==> config.mk <==
export PLATFORM = sky130hd
export DESIGN_NAME = button_event_ctrl
export DESIGN_NICKNAME = d
export VERILOG_FILES = /design/src/rtl/button_event_ctrl.sv
export SDC_FILE = /design/constraint.sdc
export NUM_CORES = 1
export LEC_CHECK = 0
export CORE_MARGIN = 1.5
export CORE_UTILIZATION = 50
export CTS_CLUSTER_DIAMETER = 120
export CTS_CLUSTER_SIZE = 16
export DETAILED_ROUTE_END_ITERATION = 10
export GPL_ROUTABILITY_DRIVEN = 0
export PLACE_DENSITY = 0.78
export SYNTH_ARGS = -nofsm -noshare
export SYNTH_HDL_FRONTEND = slang
export SYNTH_SLANG_ARGS = --single-unit
export TNS_END_PERCENT = 20
==> constraint.sdc <==
create_clock -name i_clk -period 3.1 [get_ports i_clk]
set_input_delay 0.31 -clock i_clk [delete_from_list [all_inputs] [get_ports i_clk]]
set_output_delay 0.31 -clock i_clk [all_outputs]
set_load 0.02 [all_outputs]
==> src/rtl/button_event_ctrl.sv <==
// Per-button press/release/long/repeat event generator
// with a round-robin shared valid/ready event channel.
module button_event_ctrl #(
  parameter int NUM_BTN      = 4,
  parameter int TICK_DIV     = 100_000,
  parameter int LONG_TICKS   = 800,
  parameter int REPEAT_TICKS = 150,
  localparam int BW   = (NUM_BTN > 1) ? $clog2(NUM_BTN) : 1,
  localparam int MAXT = (LONG_TICKS > REPEAT_TICKS) ? LONG_TICKS : REPEAT_TICKS,
  localparam int CW   = (MAXT > 1) ? $clog2(MAXT) : 1,
  localparam int TW   = (TICK_DIV > 1) ? $clog2(TICK_DIV) : 1
) (
  input  logic               i_clk,
  input  logic               i_rst_n,
  input  logic [NUM_BTN-1:0] i_btn_db,
  output logic               o_evt_valid,
  input  logic               i_evt_ready,
  output logic [BW-1:0]      o_evt_btn,
  output logic [1:0]         o_evt_type,
  output logic               o_drop
);

  typedef enum logic [1:0] {
    S_IDLE,
    S_PRESSED,
    S_REPEAT
  } st_e;

  localparam logic [1:0] EV_PRESS   = 2'd0;
  localparam logic [1:0] EV_RELEASE = 2'd1;
  localparam logic [1:0] EV_LONG    = 2'd2;
  localparam logic [1:0] EV_REPEAT  = 2'd3;

  localparam logic [TW-1:0] TICK_LAST = TW'(TICK_DIV - 1);
  localparam logic [CW-1:0] LONG_LAST = CW'(LONG_TICKS - 1);
  localparam logic [CW-1:0] REP_LAST  = CW'(REPEAT_TICKS - 1);

  logic [TW-1:0]      tick_q, tick_d;
  logic               tick;

  logic [NUM_BTN-1:0] btn_q, prev_q, armed_q, armed_d;
  logic               seen_q;
  logic [NUM_BTN-1:0] rise, fall;

  st_e                state_q [NUM_BTN];
  st_e                state_d [NUM_BTN];
  logic [CW-1:0]      cnt_q   [NUM_BTN];
  logic [CW-1:0]      cnt_d   [NUM_BTN];

  logic [NUM_BTN-1:0] post;
  logic [1:0]         post_type [NUM_BTN];

  logic [NUM_BTN-1:0] slot_q, slot_d;
  logic [1:0]         styp_q [NUM_BTN];
  logic [1:0]         styp_d [NUM_BTN];

  logic               valid_q, valid_d;
  logic [BW-1:0]      btn_o_q, btn_o_d;
  logic [1:0]         type_q, type_d;
  logic               drop_q, drop_d;
  logic [BW-1:0]      rr_q, rr_d;

  logic               accept, can_load, load, found;
  logic [BW-1:0]      start, win;
  int                 idx;

  function automatic logic [BW-1:0] nxt(input logic [BW-1:0] x);
    return (x == BW'(NUM_BTN - 1)) ? '0 : x + 1'b1;
  endfunction

  assign tick   = (tick_q == TICK_LAST);
  assign tick_d = tick ? '0 : tick_q + 1'b1;

  // Edges are qualified by armed so a button held through
  // reset yields no PRESS until it has been seen released.
  assign rise    = btn_q & ~prev_q & armed_q;
  assign fall    = ~btn_q & prev_q;
  assign armed_d = armed_q | ({NUM_BTN{seen_q}} & ~btn_q);

  // Tick divider and input sampling / edge-detect registers
  always_ff @(posedge i_clk or negedge i_rst_n) begin
    if (!i_rst_n) begin
      tick_q  <= '0;
      btn_q   <= '0;
      prev_q  <= '0;
      armed_q <= '0;
      seen_q  <= 1'b0;
    end else begin
      tick_q  <= tick_d;
      btn_q   <= i_btn_db;
      prev_q  <= btn_q;
      armed_q <= armed_d;
      seen_q  <= 1'b1;
    end
  end

  // Per-button FSM state and hold counter registers
  always_ff @(posedge i_clk or negedge i_rst_n) begin
    if (!i_rst_n) begin
      for (int i = 0; i < NUM_BTN; i++) begin
        state_q[i] <= S_IDLE;
        cnt_q[i]   <= '0;
      end
    end else begin
      for (int i = 0; i < NUM_BTN; i++) begin
        state_q[i] <= state_d[i];
        cnt_q[i]   <= cnt_d[i];
      end
    end
  end

  // Per-button FSM next state; a release beats a timer expiry
  always_comb begin
    for (int i = 0; i < NUM_BTN; i++) begin
      state_d[i] = state_q[i];
      cnt_d[i]   = cnt_q[i];
      unique case (state_q[i])
        S_IDLE: begin
          if (rise[i]) begin
            state_d[i] = S_PRESSED;
            cnt_d[i]   = '0;
          end
        end
        S_PRESSED: begin
          if (fall[i]) begin
            state_d[i] = S_IDLE;
          end else if (tick) begin
            if (cnt_q[i] == LONG_LAST) begin
              state_d[i] = S_REPEAT;
              cnt_d[i]   = '0;
            end else begin
              cnt_d[i] = cnt_q[i] + 1'b1;
            end
          end
        end
        S_REPEAT: begin
          if (fall[i]) begin
            state_d[i] = S_IDLE;
          end else if (tick) begin
            if (cnt_q[i] == REP_LAST) cnt_d[i] = '0;
            else cnt_d[i] = cnt_q[i] + 1'b1;
          end
        end
        default: state_d[i] = S_IDLE;
      endcase
    end
  end

  // Per-button FSM outputs: event posts into the pending slot
  always_comb begin
    post = '0;
    for (int i = 0; i < NUM_BTN; i++) begin
      post_type[i] = EV_PRESS;
      unique case (state_q[i])
        S_IDLE: begin
          if (rise[i]) begin
            post[i]      = 1'b1;
            post_type[i] = EV_PRESS;
          end
        end
        S_PRESSED: begin
          if (fall[i]) begin
            post[i]      = 1'b1;
            post_type[i] = EV_RELEASE;
          end else if (tick && cnt_q[i] == LONG_LAST) begin
            post[i]      = 1'b1;
            post_type[i] = EV_LONG;
          end
        end
        S_REPEAT: begin
          if (fall[i]) begin
            post[i]      = 1'b1;
            post_type[i] = EV_RELEASE;
          end else if (tick && cnt_q[i] == REP_LAST) begin
            post[i]      = 1'b1;
            post_type[i] = EV_REPEAT;
          end
        end
        default: post[i] = 1'b0;
      endcase
    end
  end

  assign accept   = valid_q & i_evt_ready;
  assign can_load = ~valid_q | accept;
  // On a handshake the search already starts past the winner
  assign start    = accept ? nxt(btn_o_q) : rr_q;
  assign load     = can_load & found;

  // Round-robin search over pending slots
  always_comb begin
    found = 1'b0;
    win   = '0;
    idx   = 0;
    for (int k = 0; k < NUM_BTN; k++) begin
      idx = int'(start) + k;
      if (idx >= NUM_BTN) idx = idx - NUM_BTN;
      if (!found && slot_q[idx]) begin
        found = 1'b1;
        win   = BW'(idx);
      end
    end
  end

  // Slot update: grant empties a slot, a post refills it;
  // posting into a still-full slot is reported as a drop
  always_comb begin
    drop_d = 1'b0;
    for (int i = 0; i < NUM_BTN; i++) begin
      slot_d[i] = slot_q[i];
      styp_d[i] = styp_q[i];
      if (load && win == BW'(i)) slot_d[i] = 1'b0;
      if (post[i]) begin
        slot_d[i] = 1'b1;
        styp_d[i] = post_type[i];
        if (slot_q[i] && !(load && win == BW'(i))) drop_d = 1'b1;
      end
    end
  end

  // Output channel next state
  always_comb begin
    valid_d = valid_q;
    btn_o_d = btn_o_q;
    type_d  = type_q;
    rr_d    = accept ? nxt(btn_o_q) : rr_q;
    if (load) begin
      valid_d = 1'b1;
      btn_o_d = win;
      type_d  = styp_q[win];
    end else if (accept) begin
      valid_d = 1'b0;
    end
  end

  // Pending slots, output channel and RR pointer registers
  always_ff @(posedge i_clk or negedge i_rst_n) begin
    if (!i_rst_n) begin
      slot_q  <= '0;
      for (int i = 0; i < NUM_BTN; i++) styp_q[i] <= EV_PRESS;
      valid_q <= 1'b0;
      btn_o_q <= '0;
      type_q  <= EV_PRESS;
      drop_q  <= 1'b0;
      rr_q    <= '0;
    end else begin
      slot_q  <= slot_d;
      for (int i = 0; i < NUM_BTN; i++) styp_q[i] <= styp_d[i];
      valid_q <= valid_d;
      btn_o_q <= btn_o_d;
      type_q  <= type_d;
      drop_q  <= drop_d;
      rr_q    <= rr_d;
    end
  end

  assign o_evt_valid = valid_q;
  assign o_evt_btn   = btn_o_q;
  assign o_evt_type  = type_q;
  assign o_drop      = drop_q;

endmodule

### Word-level counts from Yosys, hierarchy flattened

Index checks and enable logic that the tools add are counted.

* add/subtract/negate cells: 13
* $mul: 0
* divide/modulo/power cells: 0
* order comparisons: 9
* eq/ne operators: 53
* shifts and indexed selects: 0
* muxes and demuxes: 148
* bitwise logic cells: 12
* reductions and logical operators: 48

Operator list (number)
* $mux W10: 28
* $lt A32 B4 Y1 const B: 4
* $mux W32: 4
* $pmux W10 S3: 4
* $mux W2: 44
* $mux W1: 50
* $ne A2 B2 Y1 const B: 24
* $add A10 B1 Y10 const B: 4
* $eq A10 B10 Y1 const B: 4
* $eq A10 B8 Y1 const B: 4
* $ne A3 B3 Y1 const B: 8
* $pmux W2 S3: 4
* $reduce_and A6 Y1: 4
* $logic_and A1 B1 Y1: 19
* $add A17 B1 Y17 const B: 1
* $eq A17 B17 Y1 const B: 1
* $mux W17: 1
* $and A4 B4 Y4: 4
* $pmux W2 S2: 4
* $reduce_and A4 Y1: 4
* $eq A2 B2 Y1 const B: 7
* $ge A3 B3 Y1 const B: 4
* $pmux W1 S3: 4
* $reduce_bool A3 Y1: 4
* 18 further kinds: 44

* flip-flop bits (word level): 98
* latch bits: 0
* memory bits (writable): 0
* ROM bits: 0
* input port bits: 7
* output and inout bits: 6
* word-level logic and storage cells: 309
* memories kept: 0

### Longest topological paths before layout

Gate-level depths: netlist of run 1.

* depth after elaboration: 30
* depth in mapped cells: 9
* depth with buffers taken out: 8

### Least setup slack after synthesis of run 1

OpenSTA, ideal clock, no wires.

* path type: reg2reg
* start: register tick_q[12]
* end: register styp_q[2] in the netlist's numbering
* setup time: 0.133 ns
* arrival: 2.513 ns
* data required time: 2.967 ns
* path slack: 0.454 ns
* cell stages (with the launch flop): 8
* buffers on the path: 1
* period minus slack after synthesis: 2.646 ns
* cell sequence: dfrtp_1 or4b_4 or4_4 buf_6 or4_4 a31oi_4 nand2b_1 o31ai_1

* cells in the longest elaborated chain, start to end: 5
* elaborated cells on any way between the ends: 11
* classes of those cells: eq/ne (1); mux (8); reduce/logical (2)

Ends and longest elaborated chain
* from (decl): RTL line 38 `logic [TW-1:0] tick_q, tick_d;`
* from (signal assigned): RTL line 89 `tick_q <= tick_d;`
* $eq A17 B17 Y1 *: RTL line 71 `assign tick = (tick_q == TICK_LAST);`
* $logic_and A1 B1 Y1 (on tied branches): RTL line 174, 165
* $mux W1, or another cell as far along: RTL line 174 `end else if (tick && cnt_q[i] == REP_LAST) begin`
* $mux W1, or another cell as far along: RTL line 171 `if (fall[i]) begin`
* $pmux W1 S3 or $pmux W2 S2 (tied branches): RTL line 154 `unique case (state_q[i])`
* to (decl): RTL line 54 `logic [1:0] styp_q [NUM_BTN];`

Mark *: on every way between the ends. The rest lies on a longest branch, timed or not.
A chain may end at the register's enable or synchronous reset.

### Worst setup path after layout of run 1

* start: register tick_q[12]
* end: register cnt_q[37] in the netlist's numbering

* cells in the longest elaborated chain, start to end: 3
* elaborated cells on any way between the ends: 4
* classes of those cells: eq/ne (3); reduce/logical (1)

Ends and longest elaborated chain
* $eq A17 B17 Y1 *: RTL line 71
* $ne A2 B2 Y1 (no line)
* $reduce_and A6 Y1 (no line) *
* to (signal, indexed assignment): RTL line 107 `cnt_q[i] <= cnt_d[i];`
* to (decl): RTL line 47 `logic [CW-1:0] cnt_q [NUM_BTN];`

Marks and branches as above.

==> results of run 1 <==
==> final cells by class <==
class / count / share of cell area [%]
timing repair buffer: 21 / 3.215
clock inverter: 4 / 0.8138
clock buffer: 12 / 2.523
tap: 140 / 2.848
inverter: 37 / 2.258
sequential: 98 / 39.88
multi-input combinational: 450 / 48.46
==> metrics by stage <==
stage | hold WS, ns | std cells | utilization [%]
2_1_floorplan | 0.01441 | 597 | -
3_3_place_gp | 0.4127 | 746 | 54.60
3_5_place_dp | 0.4197 | 746 | 54.60
4_1_cts | 0.00002642 | 762 | 56.48
5_1_grt | 0.02669 | 762 | 56.48
6_report | -0.02110 | 762 | 56.48
==> worst min path at each step <==
stage	end	slack, ns	cells after the start
finish	tick_q[2]$_DFF_PN0_	-0.02	1
global route	btn_q[3]$_DFF_PN0_	0.03	1
CTS	tick_q[2]$_DFF_PN0_	0.00003	1
detailed placement	prev_q[1]$_DFF_PN0_	0.42	0
global placement	tick_q[1]$_DFF_PN0_	0.41	1
floorplan	armed_q[0]$_DFF_PN0_	0.01	0
==> metal layers <==
| metal | wire length, microns | vias up |
|---|---|---|
| li1 | - | 2226 |
| met5 | 0 | - |
| met3 | 419 | 20 |
| met1 | 5338 | 2226 |
| met2 | 5605 | 89 |
| met4 | 202 | 0 |
==> sequential cells by signal, indices dropped and copies added (netlist names) <==
register,flops
rr_q,2
o_evt_valid,1
prev_q,4
o_evt_type,2
slot_q,4
armed_q,4
btn_q,4
cnt_q,40
o_drop,1
o_evt_btn,2
state_q,8
tick_q,17
seen_q,1
styp_q,8
==> critical path, stage by stage, from the launching register on <==
cell and delay, ns:
dfrtp_1 0.44, or4b_4 0.58, or4_4 0.64, nor2_1 0.16, o21ai_0 0.13, or2_0 0.43
o31ai_1 0.34
==> cell usage in the layout (no fill, tap or decap), types with 17 or more instances in the layout <==
cell type | netlist | final
dfrtp_1 | 98 | 98
o21ai_0 | 62 | 62
nor2_1 | 57 | 57
inv_1 | 37 | 37
nand3_1 | 31 | 31
nand2_1 | 28 | 28
ha_1 | 26 | 26
o31ai_1 | 18 | 18
and3_1 | 17 | 17
a21oi_1 | 17 | 17
==> power groups by stage <==
| stage | logic [uW] | clock network, uW | registers [uW] |
|---|---|---|---|
| global placement | 1480 | 0 | 1600 |
| finish | 1570 | 851 | 1590 |
| CTS | 1550 | 880 | 1590 |
| detailed placement | 1540 | 0 | 1610 |
| floorplan | 1130 | 0 | 1590 |
| global route | 1770 | 929 | 1610 |
==> cell families after synthesis <==
group                      share of synthesized area [%]
and+or+nand+nor                                    22.79
AOI/OAI and AO/OA                                  19.56
DFF                                                43.62
buffers and inverters                              3.472
adders and majority gates                          5.787
xor gates and xnor gates                           2.649
muxes                                              2.048
other                                            0.06671
==> reports/summary.md, run 1 <==
## Outcome
- status: finished, violations left
- failing checks: hold timing

## Placement
- Area after DPL: 5944 sq um
- DPL Wire Length: 8309 microns
- Port Buf Inserts: 12
- dpl ws: 0.2804 ns

## STA
- clock skew after layout: 0.01002 ns
- Max Transition Viols Final: 0
- Hold Slack: -0.02110 ns
- peak clock frequency supported by timing: 353.3 MHz
- unrepaired setup endpoints after global routing: false
- Tightest Pin Transition: 0.7406 ns
- number of setup violations in the final report: 0
- total negative slack: 0 ns
- final setup slack of the worst path: 0.2695 ns
- final hold viol count: 17
- post-route fraction of the period consumed by the critical path: 91.31%
- Min Clock Period, post-route: 2.831 ns
- Max-Slew Margin vs Limit: 50.63%

## Route
- DR vias: 4561
- post-route ant nets: 0
- final routed wirelength across all metal layers: 11570 microns
- DR DRC count: 0
- first-pass iteration count of the detailed router: 5
- Initial DRC Count: 295
- via-per-instance ratio: 5.986
- Routed wire per std cell: 15.18 microns

## Pwr
- Clk pwr share: 21.2%
- Sw Ratio: 38.68%
- cell area power density: 652.0 nW/um^2
- total power draw: 4010 uW
- share of power burned in combinational logic: 39.1%
- worst ir drop on vdd: 0.3665 mV
- switching pwr: 1551 uW
- Internal Power: 2459 uW
- static power due to leakage: 0.002629 uW
- portion of total power attributed to sequential cells: 39.6%

## Global route
- GRT Util Overall: 21.20%
- initial antenna violation count: 0
- global routing usage on met1: 27.39%
- via count of the first global-routing pass: 4406
- largest net degree at the start of global routing: 58
- Remaining Overflow, GRT: 0
- met2 Track Usage GR: 34.20%
- global routing's busiest layer: met2
- met3 Use GR: 4.543%
- first-pass GRT wire length: 19800 microns

## Synth
- leading cell types by count after synthesis: 98 x dfrtp_1, 62 x o21ai_0, 57 x nor2_1
- Post-synth EDFFs: 0
- cell count after synthesis: 597
- count of state elements after synthesis: 98
- most used flip-flop cell after synthesis: dfrtp_1
- largest cells by area after synthesis: dfrtp_1 44%, ha_1 5.8%, o21ai_0 5.5%
- synthesized area per cell: 9.416 sq um
- synthesis warning total: 0
- cell taking the most area after synthesis: dfrtp_1
- number of distinct standard cells referenced by the synthesized netlist: 73
- fraction of post-synthesis cell area in the top cell type by area: 43.62%
- most used standard cell by instance count after synthesis: dfrtp_1
- share of async-settable or async-resettable flops after synthesis: 100.0%
- post-synth net total: 630
- Netlist Area Pre-Place: 5622 sq um
- proportion of synthesized chip area in sequential cells: 43.62%

## Clock tree
- cts-stage hold buffer count: 0
- Gates resized, CTS repair: 0
- Longest Clk Path Bufs: 2
- H-tree level count: 3
- clock tree from TritonCTS: yes
- CTS clk-pin slew, worst paths: 0.09 ns
- clock buffer count from CTS: 9
- clock sink count: 98
- latest clock arrival within the worst-skew pair: 0.38 ns
- CTS Root Buffer Type: clkbuf_8
- total setup buffers inserted after CTS: 0

## Setup path
- Critical path origin: tick_q[12]$_DFF_PN0_
- beginning of the worst register-to-register path: tick_q[12]$_DFF_PN0_
- endpoint required time on the critical path: 3.37 ns
- Max FO, Critical Path: 10
- reg-to-reg slack, setup: 0.27 ns
- depth of the worst register-to-register path: 6
- arrival time of data at the critical path endpoint: 3.10 ns
- sort of element at the end of the critical path: flip-flop
- capture instance of the worst register-to-register path: cnt_q[37]$_DFFE_PN0P_
- capture point of the critical path: cnt_q[37]$_DFFE_PN0P_
- crit path kind: flip-flop to flip-flop
- critical path launch point type: flip-flop

## Finish
- number of nets in the finished design: 650
- sequential cell area: 2452 sq um
- diodes inserted: 0
- fillers: 920
- relative area change from synthesis to final layout: 9.392%
- final standard cell area without fillers: 6150 sq um
- fraction of final layout cells sized beyond drive strength 1: 7.556%
- Multi-input gate area: 2980 sq um

## Die
- DIE AREA: 11890 sq um
- die width: 109.0 microns
- IO Count: 13
- Core Region: 10890 sq um
- initial standard-cell utilization of the core: 51.63%
- std cell rows: 38
- die height: 109.0 microns

## Flow run
- MaxCap Viol Count: 0

## Min path
- worst hold path class: primary input to asynchronous set/reset pin

No activity file was read; power rests on OpenSTA's default activity.
==> run 2: changes to the inputs <==
SETUP_SLACK_MARGIN = 0.3   (was unset)
==> run 2 against run 1 <==
  * First-iteration DRC count shrank 11%
  * Sequential cell count is the same
  * Power grew 0.53%
  * Critical path depth is the same
  * Design area grew 0.24%
  * Non-clock buffer count is the same
  * Wire length grew 0.47%
  * Combinational power is essentially flat
  * Critical endpoint unchanged
  * Clock skew is essentially flat
  * The run still ends with hold timing left
  * Hold slack gained 0.018 ns
==> reports/summary.md, run 2 (synthesis gave the netlist of run 1 again) <==
## Pwr
- cell area power density: 653.8 nW/um^2, was 652.0 nW/um^2
- static power due to leakage: 0.002633 uW, was 0.002629 uW
- worst ir drop on vdd: 0.3672 mV, was 0.3665 mV

## Finish
- Multi-input gate area: 2994 sq um, was 2980 sq um
- number of nets in the finished design: 650, unchanged
- Finished Layout Cells: 762, unchanged
- diodes inserted: 0, unchanged
- fillers: 913, was 920
- largest reg by FF count: cnt_q, unchanged
- fraction of final layout cells sized beyond drive strength 1: 8.199%, was 7.556%
- largest registers ranked by flip-flop count: cnt_q (40), tick_q (17), unchanged
- flip-flop count of the largest register after layout: 40, unchanged
- most used cells in the layout excluding fill and tap cells: 97 x dfrtp_1, 62 x o21ai_0, 57 x nor2_1, 37 x inv_1, 31 x nand3_1, was 98 x dfrtp_1, 62 x o21ai_0, 57 x nor2_1, 37 x inv_1, 31 x nand3_1
- commonest non-fill, non-tap cell in the layout: dfrtp_1, unchanged
- relative area change from synthesis to final layout: 9.659%, was 9.392%
- share of the core filled with cells in the final layout: 56.62%, was 56.48%
- sequential cell area: 2454 sq um, was 2452 sq um

## Clock tree
- clock buffer count from CTS: 9, unchanged
- H-tree level count: 3, unchanged
- Longest Clk Path Bufs: 2, unchanged
- clock tree from TritonCTS: yes, unchanged
- total setup buffers inserted after CTS: 0, unchanged
- clock sink count: 98, unchanged
- latest clock arrival within the worst-skew pair: 0.38 ns, about the same
- CTS Root Buffer Type: clkbuf_8, unchanged
- CTS clk-pin slew, worst paths: 0.09 ns, about the same

## Global route
- via count of the first global-routing pass: 4397, was 4406
- first-pass GRT wire length: 19780 microns, was 19800 microns
- Remaining Overflow, GRT: 0, unchanged
- largest net degree at the start of global routing: 58, unchanged
- initial antenna violation count: 0, unchanged
- GRT Util Overall: 21.17%, was 21.20%

## Route
- post-route ant nets: 0, unchanged
- DR vias: 4574, was 4561
- final routed wirelength across all metal layers: 11620 microns, was 11570 microns
- via-per-instance ratio: 6.003, was 5.986
- DR DRC count: 0, unchanged
- first-pass iteration count of the detailed router: 4, was 5
- Routed wire per std cell: 15.25 microns, was 15.18 microns
- Initial DRC Count: 263, was 295

## STA
- Max-Slew Margin vs Limit: 50.60%, was 50.63%
- Tightest Pin Transition: 0.7410 ns, was 0.7406 ns
- peak clock frequency supported by timing: 367.1 MHz, was 353.3 MHz
- number of setup violations in the final report: 0, unchanged
- total negative slack: 0 ns, unchanged
- clock skew after layout: 0.01032 ns, was 0.01002 ns
- unrepaired setup endpoints after global routing: true, was false
- post-route fraction of the period consumed by the critical path: 87.86%, was 91.31%
- Max Transition Viols Final: 0, unchanged
- final hold viol count: 4, was 17
- Hold Slack: -0.002806 ns, was -0.02110 ns
- Min Clock Period, post-route: 2.724 ns, was 2.831 ns

## Die
- initial standard-cell utilization of the core: 51.63%, unchanged
- std cell rows: 38, unchanged
- IO Count: 13, unchanged
- die height: 109.0 microns, unchanged
- DIE AREA: 11890 sq um, unchanged
- die width: 109.0 microns, unchanged
- Core Region: 10890 sq um, unchanged

## Setup path
- endpoint required time on the critical path: 3.38 ns, was 3.37 ns
- sort of element at the end of the critical path: flip-flop, unchanged
- crit path kind: flip-flop to flip-flop, unchanged
- Max FO, Critical Path: 10, unchanged
- arrival time of data at the critical path endpoint: 3.00 ns, was 3.10 ns
- critical path launch point type: flip-flop, unchanged

## Min path
- worst hold path class: primary input to asynchronous set/reset pin, unchanged

## Placement
- Port Buf Inserts: 12, unchanged
- DPL Wire Length: 8309 microns, unchanged
- placed cell count: 746, unchanged

## Flow run
- MaxCap Viol Count: 0, unchanged

## Outcome
- status: finished, violations left, unchanged
- failing checks: hold timing, unchanged

[run 2: cell counts in the layout (fill, tap and decap cells not counted)]
No cell type changed its count.
[run 2: final timing paths]
path                                          start               endpoint  slack (ns)  depth (start not counted)
worst max register to register  tick_q[6]$_DFF_PN0_  cnt_q[37]$_DFFE_PN0P_        0.38                          6
min in group i_clk                      i_btn_db[1]     btn_q[1]$_DFF_PN0_        0.36                          1
worst min register to register   btn_q[1]$_DFF_PN0_    prev_q[1]$_DFF_PN0_        0.44                          0
worst max-delay path            tick_q[6]$_DFF_PN0_  cnt_q[37]$_DFFE_PN0P_        0.38                          6
max in group asynchronous                   i_rst_n  cnt_q[21]$_DFFE_PN0P_        2.43                          2
worst min-delay path                        i_rst_n    tick_q[2]$_DFF_PN0_      -0.003                          1
[run 2: timing repair]
action	CTS	global route
pin swaps	0	3
gates cloned	0	0
resized for setup	1	5
endpoints found under the setup margin	1	16
hold buffers	0	0
[run 2: layout make-up]
| type | count | area share [%] |
|---|---|---|
| sequential | 98 | 39.80 |
| timing repair buffer | 21 | 3.207 |
| multi-input combinational | 450 | 48.57 |
| tap | 140 | 2.841 |
| clock buffer | 12 | 2.517 |
| inverter | 37 | 2.253 |
| clock inverter | 4 | 0.8119 |
[run 2: stage by stage]
stage	hold slack (ns)	worst slack (ns)	power (uW)	area [sq um]
floorplan	0.01441	0.4537	2727	5622
global placement	0.4127	0.4066	3082	5944
detailed placement	0.4197	0.2804	3158	5944
CTS	0.00002642	0.3482	4022	6150
global route	0.02667	0.2600	4324	6165
finish	-0.002806	0.3763	4031	6165
[run 2: where the power goes]
part	total, uW	leakage, uW	internal, uW	switching, uW
Sequential	1590	0.00127	1430	162
Combinational	1590	0.00126	622	967
Clock	851	0.0000986	416	435
Total	4030	0.00263	2470	1560
[run 2: metal layers]
metal	vias up	share of wire, %	global-route usage [%]
met3	15	3.1	4.483
li1	2230	-	-
met1	2247	47	27.39
met4	0	1.6	9.305
met2	82	48	34.20
met5	-	0	0
[run 2: critical path, stage by stage, from the launching register on]
cell	delay [ns]
dfrtp_2	0.46
or4b_4	0.56
or4_4	0.63
nor2_1	0.16
o21ai_0	0.13
or2_1	0.38
o31ai_1	0.30
==> run 3: changes to the inputs <==
ABC_CLOCK_PERIOD_IN_PS = 3100   (was unset)
DONT_BUFFER_PORTS = 1   (was unset)
PLACE_DENSITY = 0.77   (was 0.78)
==> run 3 against run 2 <==
  * Largest power group unchanged
  * Largest cell class unchanged
  * Sequential share of layout area grew 0.43 points
  * Critical endpoint is now o_drop$_DFF_PN0_
  * Register-to-register slack lost 0.02 ns
  * Sequential cell count is the same
  * Critical path depth is the same
  * Core utilization shrank 0.63 points
  * The run now ends clean
  * Setup slack lost 0.022 ns
==> reports/summary.md, run 3 (synthesis gave the netlist of run 1 again) <==
## Outcome
- status: complete, no violations, was finished, violations left

## Finish
- fraction of final layout cells sized beyond drive strength 1: 7.480%, was 8.199%
- largest registers ranked by flip-flop count: cnt_q (40), tick_q (17), unchanged
- fillers: 963, was 913
- final standard cell area without fillers: 6096 sq um, was 6165 sq um
- most used cells in the layout excluding fill and tap cells: 98 x dfrtp_1, 62 x o21ai_0, 57 x nor2_1, 37 x inv_1, 31 x nand3_1, was 97 x dfrtp_1, 62 x o21ai_0, 57 x nor2_1, 37 x inv_1, 31 x nand3_1
- diodes inserted: 0, unchanged
- largest reg by FF count: cnt_q, unchanged
- flip-flop count of the largest register after layout: 40, unchanged
- number of nets in the finished design: 643, was 650
- share of the core filled with cells in the final layout: 55.99%, was 56.62%
- relative area change from synthesis to final layout: 8.435%, was 9.659%
- commonest non-fill, non-tap cell in the layout: dfrtp_1, unchanged

## Global route
- Remaining Overflow, GRT: 0, unchanged
- largest net degree at the start of global routing: 99, was 58
- GRT Util Overall: 21.14%, was 21.17%
- first-pass GRT wire length: 19690 microns, was 19780 microns
- initial antenna violation count: 0, unchanged
- via count of the first global-routing pass: 4361, was 4397

## Route
- first-pass iteration count of the detailed router: 5, was 4
- via-per-instance ratio: 6.007, was 6.003
- final routed wirelength across all metal layers: 11480 microns, was 11620 microns
- Initial DRC Count: 235, was 263
- Routed wire per std cell: 15.20 microns, was 15.25 microns
- DR vias: 4535, was 4574
- post-route ant nets: 0, unchanged
- DR DRC count: 0, unchanged

## Clock tree
- Longest Clk Path Bufs: 2, unchanged
- latest clock arrival within the worst-skew pair: 0.38 ns, about the same
- clock tree from TritonCTS: yes, unchanged
- total setup buffers inserted after CTS: 0, unchanged
- clock sink count: 98, unchanged
- CTS clk-pin slew, worst paths: 0.09 ns, about the same
- CTS Root Buffer Type: clkbuf_8, unchanged
- clock buffer count from CTS: 9, unchanged
- H-tree level count: 3, unchanged

## STA
- post-route fraction of the period consumed by the critical path: 88.57%, was 87.86%
- number of setup violations in the final report: 0, unchanged
- final hold viol count: 0, was 4
- peak clock frequency supported by timing: 364.2 MHz, was 367.1 MHz
- total negative slack: 0 ns, unchanged
- Max-Slew Margin vs Limit: 53.63%, was 50.60%
- Max Transition Viols Final: 0, unchanged
- unrepaired setup endpoints after global routing: true, unchanged
- clock skew after layout: 0.008342 ns, was 0.01032 ns
- Tightest Pin Transition: 0.6941 ns, was 0.7410 ns
- Min Clock Period, post-route: 2.746 ns, was 2.724 ns

## Setup path
- cell repeated most along the worst path: or4_4
- endpoint required time on the critical path: 3.41 ns, was 3.38 ns
- Max stage delay on crit path: 0.64 ns, was 0.63 ns
- cell-by-cell trace of the critical path: or4b_4, or4_4, or4_4, a31oi_4, o311ai_1, nand4_1, was or4b_4, or4_4, nor2_1, o21ai_0, or2_1, o31ai_1
- sort of element at the end of the critical path: flip-flop, unchanged
- arrival time of data at the critical path endpoint: 3.05 ns, was 3.00 ns
- crit path kind: flip-flop to flip-flop, unchanged
- Max FO, Critical Path: 7, was 10
- cell with the biggest individual delay on the critical path: or4_4, unchanged
- critical path launch point type: flip-flop, unchanged

## Die
- IO Count: 13, unchanged
- DIE AREA: 11890 sq um, unchanged
- initial standard-cell utilization of the core: 51.63%, unchanged
- die height: 109.0 microns, unchanged
- Core Region: 10890 sq um, unchanged
- die width: 109.0 microns, unchanged
- std cell rows: 38, unchanged

## Pwr
- share of power burned in combinational logic: 37.9%, was 39.4%
- switching pwr: 1536 uW, was 1564 uW
- Clk pwr share: 21.2%, was 21.1%
- worst ir drop on vdd: 0.4459 mV, was 0.3672 mV
- portion of total power attributed to sequential cells: 41.0%, was 39.5%
- Internal Power: 2424 uW, was 2466 uW
- cell area power density: 649.8 nW/um^2, was 653.8 nW/um^2
- static power due to leakage: 0.002616 uW, was 0.002633 uW
- Sw Ratio: 38.79%, was 38.81%

## Min path
- worst hold path class: primary input to flip-flop, was primary input to asynchronous set/reset pin

## Flow run
- MaxCap Viol Count: 0, unchanged

## Placement
- DPL Wire Length: 8185 microns, was 8309 microns
- Area after DPL: 5807 sq um, was 5944 sq um
- Port Buf Inserts: 0, was 12

[run 3: through the flow]
| stage | std cells | hold WS [ns] | setup slack [ns] | total power (uW) |
|---|---|---|---|---|
| after floorplan | 597 | 0.01441 | 0.4537 | 2727 |
| after global placement | 733 | 0.01854 | 0.4195 | 3013 |
| after detailed placement | 733 | 0.01795 | 0.2967 | 3083 |
| after CTS | 755 | 0.1351 | 0.3466 | 3969 |
| after global routing | 755 | 0.1913 | 0.2226 | 4255 |
| final | 755 | 0.1555 | 0.3544 | 3961 |
[run 3: final timing paths]
kind / slack (ns) / depth (start not counted) / end / from
worst max-delay path: 0.35 / 6 / o_drop$_DFF_PN0_ / tick_q[12]$_DFF_PN0_
worst min-delay path: 0.16 / 2 / o_evt_valid$_DFFE_PN0P_ / i_evt_ready
worst max register to register: 0.35 / 6 / o_drop$_DFF_PN0_ / tick_q[12]$_DFF_PN0_
worst min register to register: 0.45 / 0 / prev_q[1]$_DFF_PN0_ / btn_q[1]$_DFF_PN0_
max in group asynchronous: 2.22 / 2 / cnt_q[15]$_DFFE_PN0P_ / i_rst_n
min in group asynchronous: 0.49 / 2 / cnt_q[39]$_DFFE_PN0P_ / i_rst_n
[run 3: per-layer routing]
metal	part of all wire [%]	wire length, microns	up-vias	global-route usage, %
met4	2.1	239	0	9.962
met1	47	5353	2212	27.89
met5	0	0	-	0
met3	4.2	483	21	3.646
li1	-	-	2204	-
met2	47	5402	98	33.79
[run 3: final cells by class]
| class | instances | area (sq um) | share of cell area (%) |
|---|---|---|---|
| multi-input cells | 450 | 2994 | 49.12 |
| flip-flops and latches | 98 | 2452 | 40.23 |
| well taps | 140 | 175.2 | 2.874 |
| clock buffers | 14 | 162.7 | 2.668 |
| inverters | 37 | 138.9 | 2.278 |
| repair buffers | 14 | 137.6 | 2.258 |
| clock inverters | 2 | 35.03 | 0.5747 |
[run 3: timing repair]
action                     in CTS  in global routing
setup endpoints to repair       1                  8
hold buffers                    6                  0
gates resized for setup         1                  3
hold endpoints to repair      102                  0
[run 3: power groups by stage]
stage | registers (uW) | clock network [uW] | logic (uW)
2_1_floorplan | 1590 | 0 | 1130
3_3_place_gp | 1630 | 0 | 1380
3_5_place_dp | 1650 | 0 | 1440
4_1_cts | 1620 | 869 | 1480
5_1_grt | 1650 | 920 | 1690
6_report | 1620 | 839 | 1500
[run 3: worst max-delay path: cells and delay by family (launching register included)]
family | cells | cell delay (ns)
AND/OR/NAND/NOR | 4 | 1.86
flip-flops | 1 | 0.44
AO/OA/AOI/OAI | 2 | 0.37
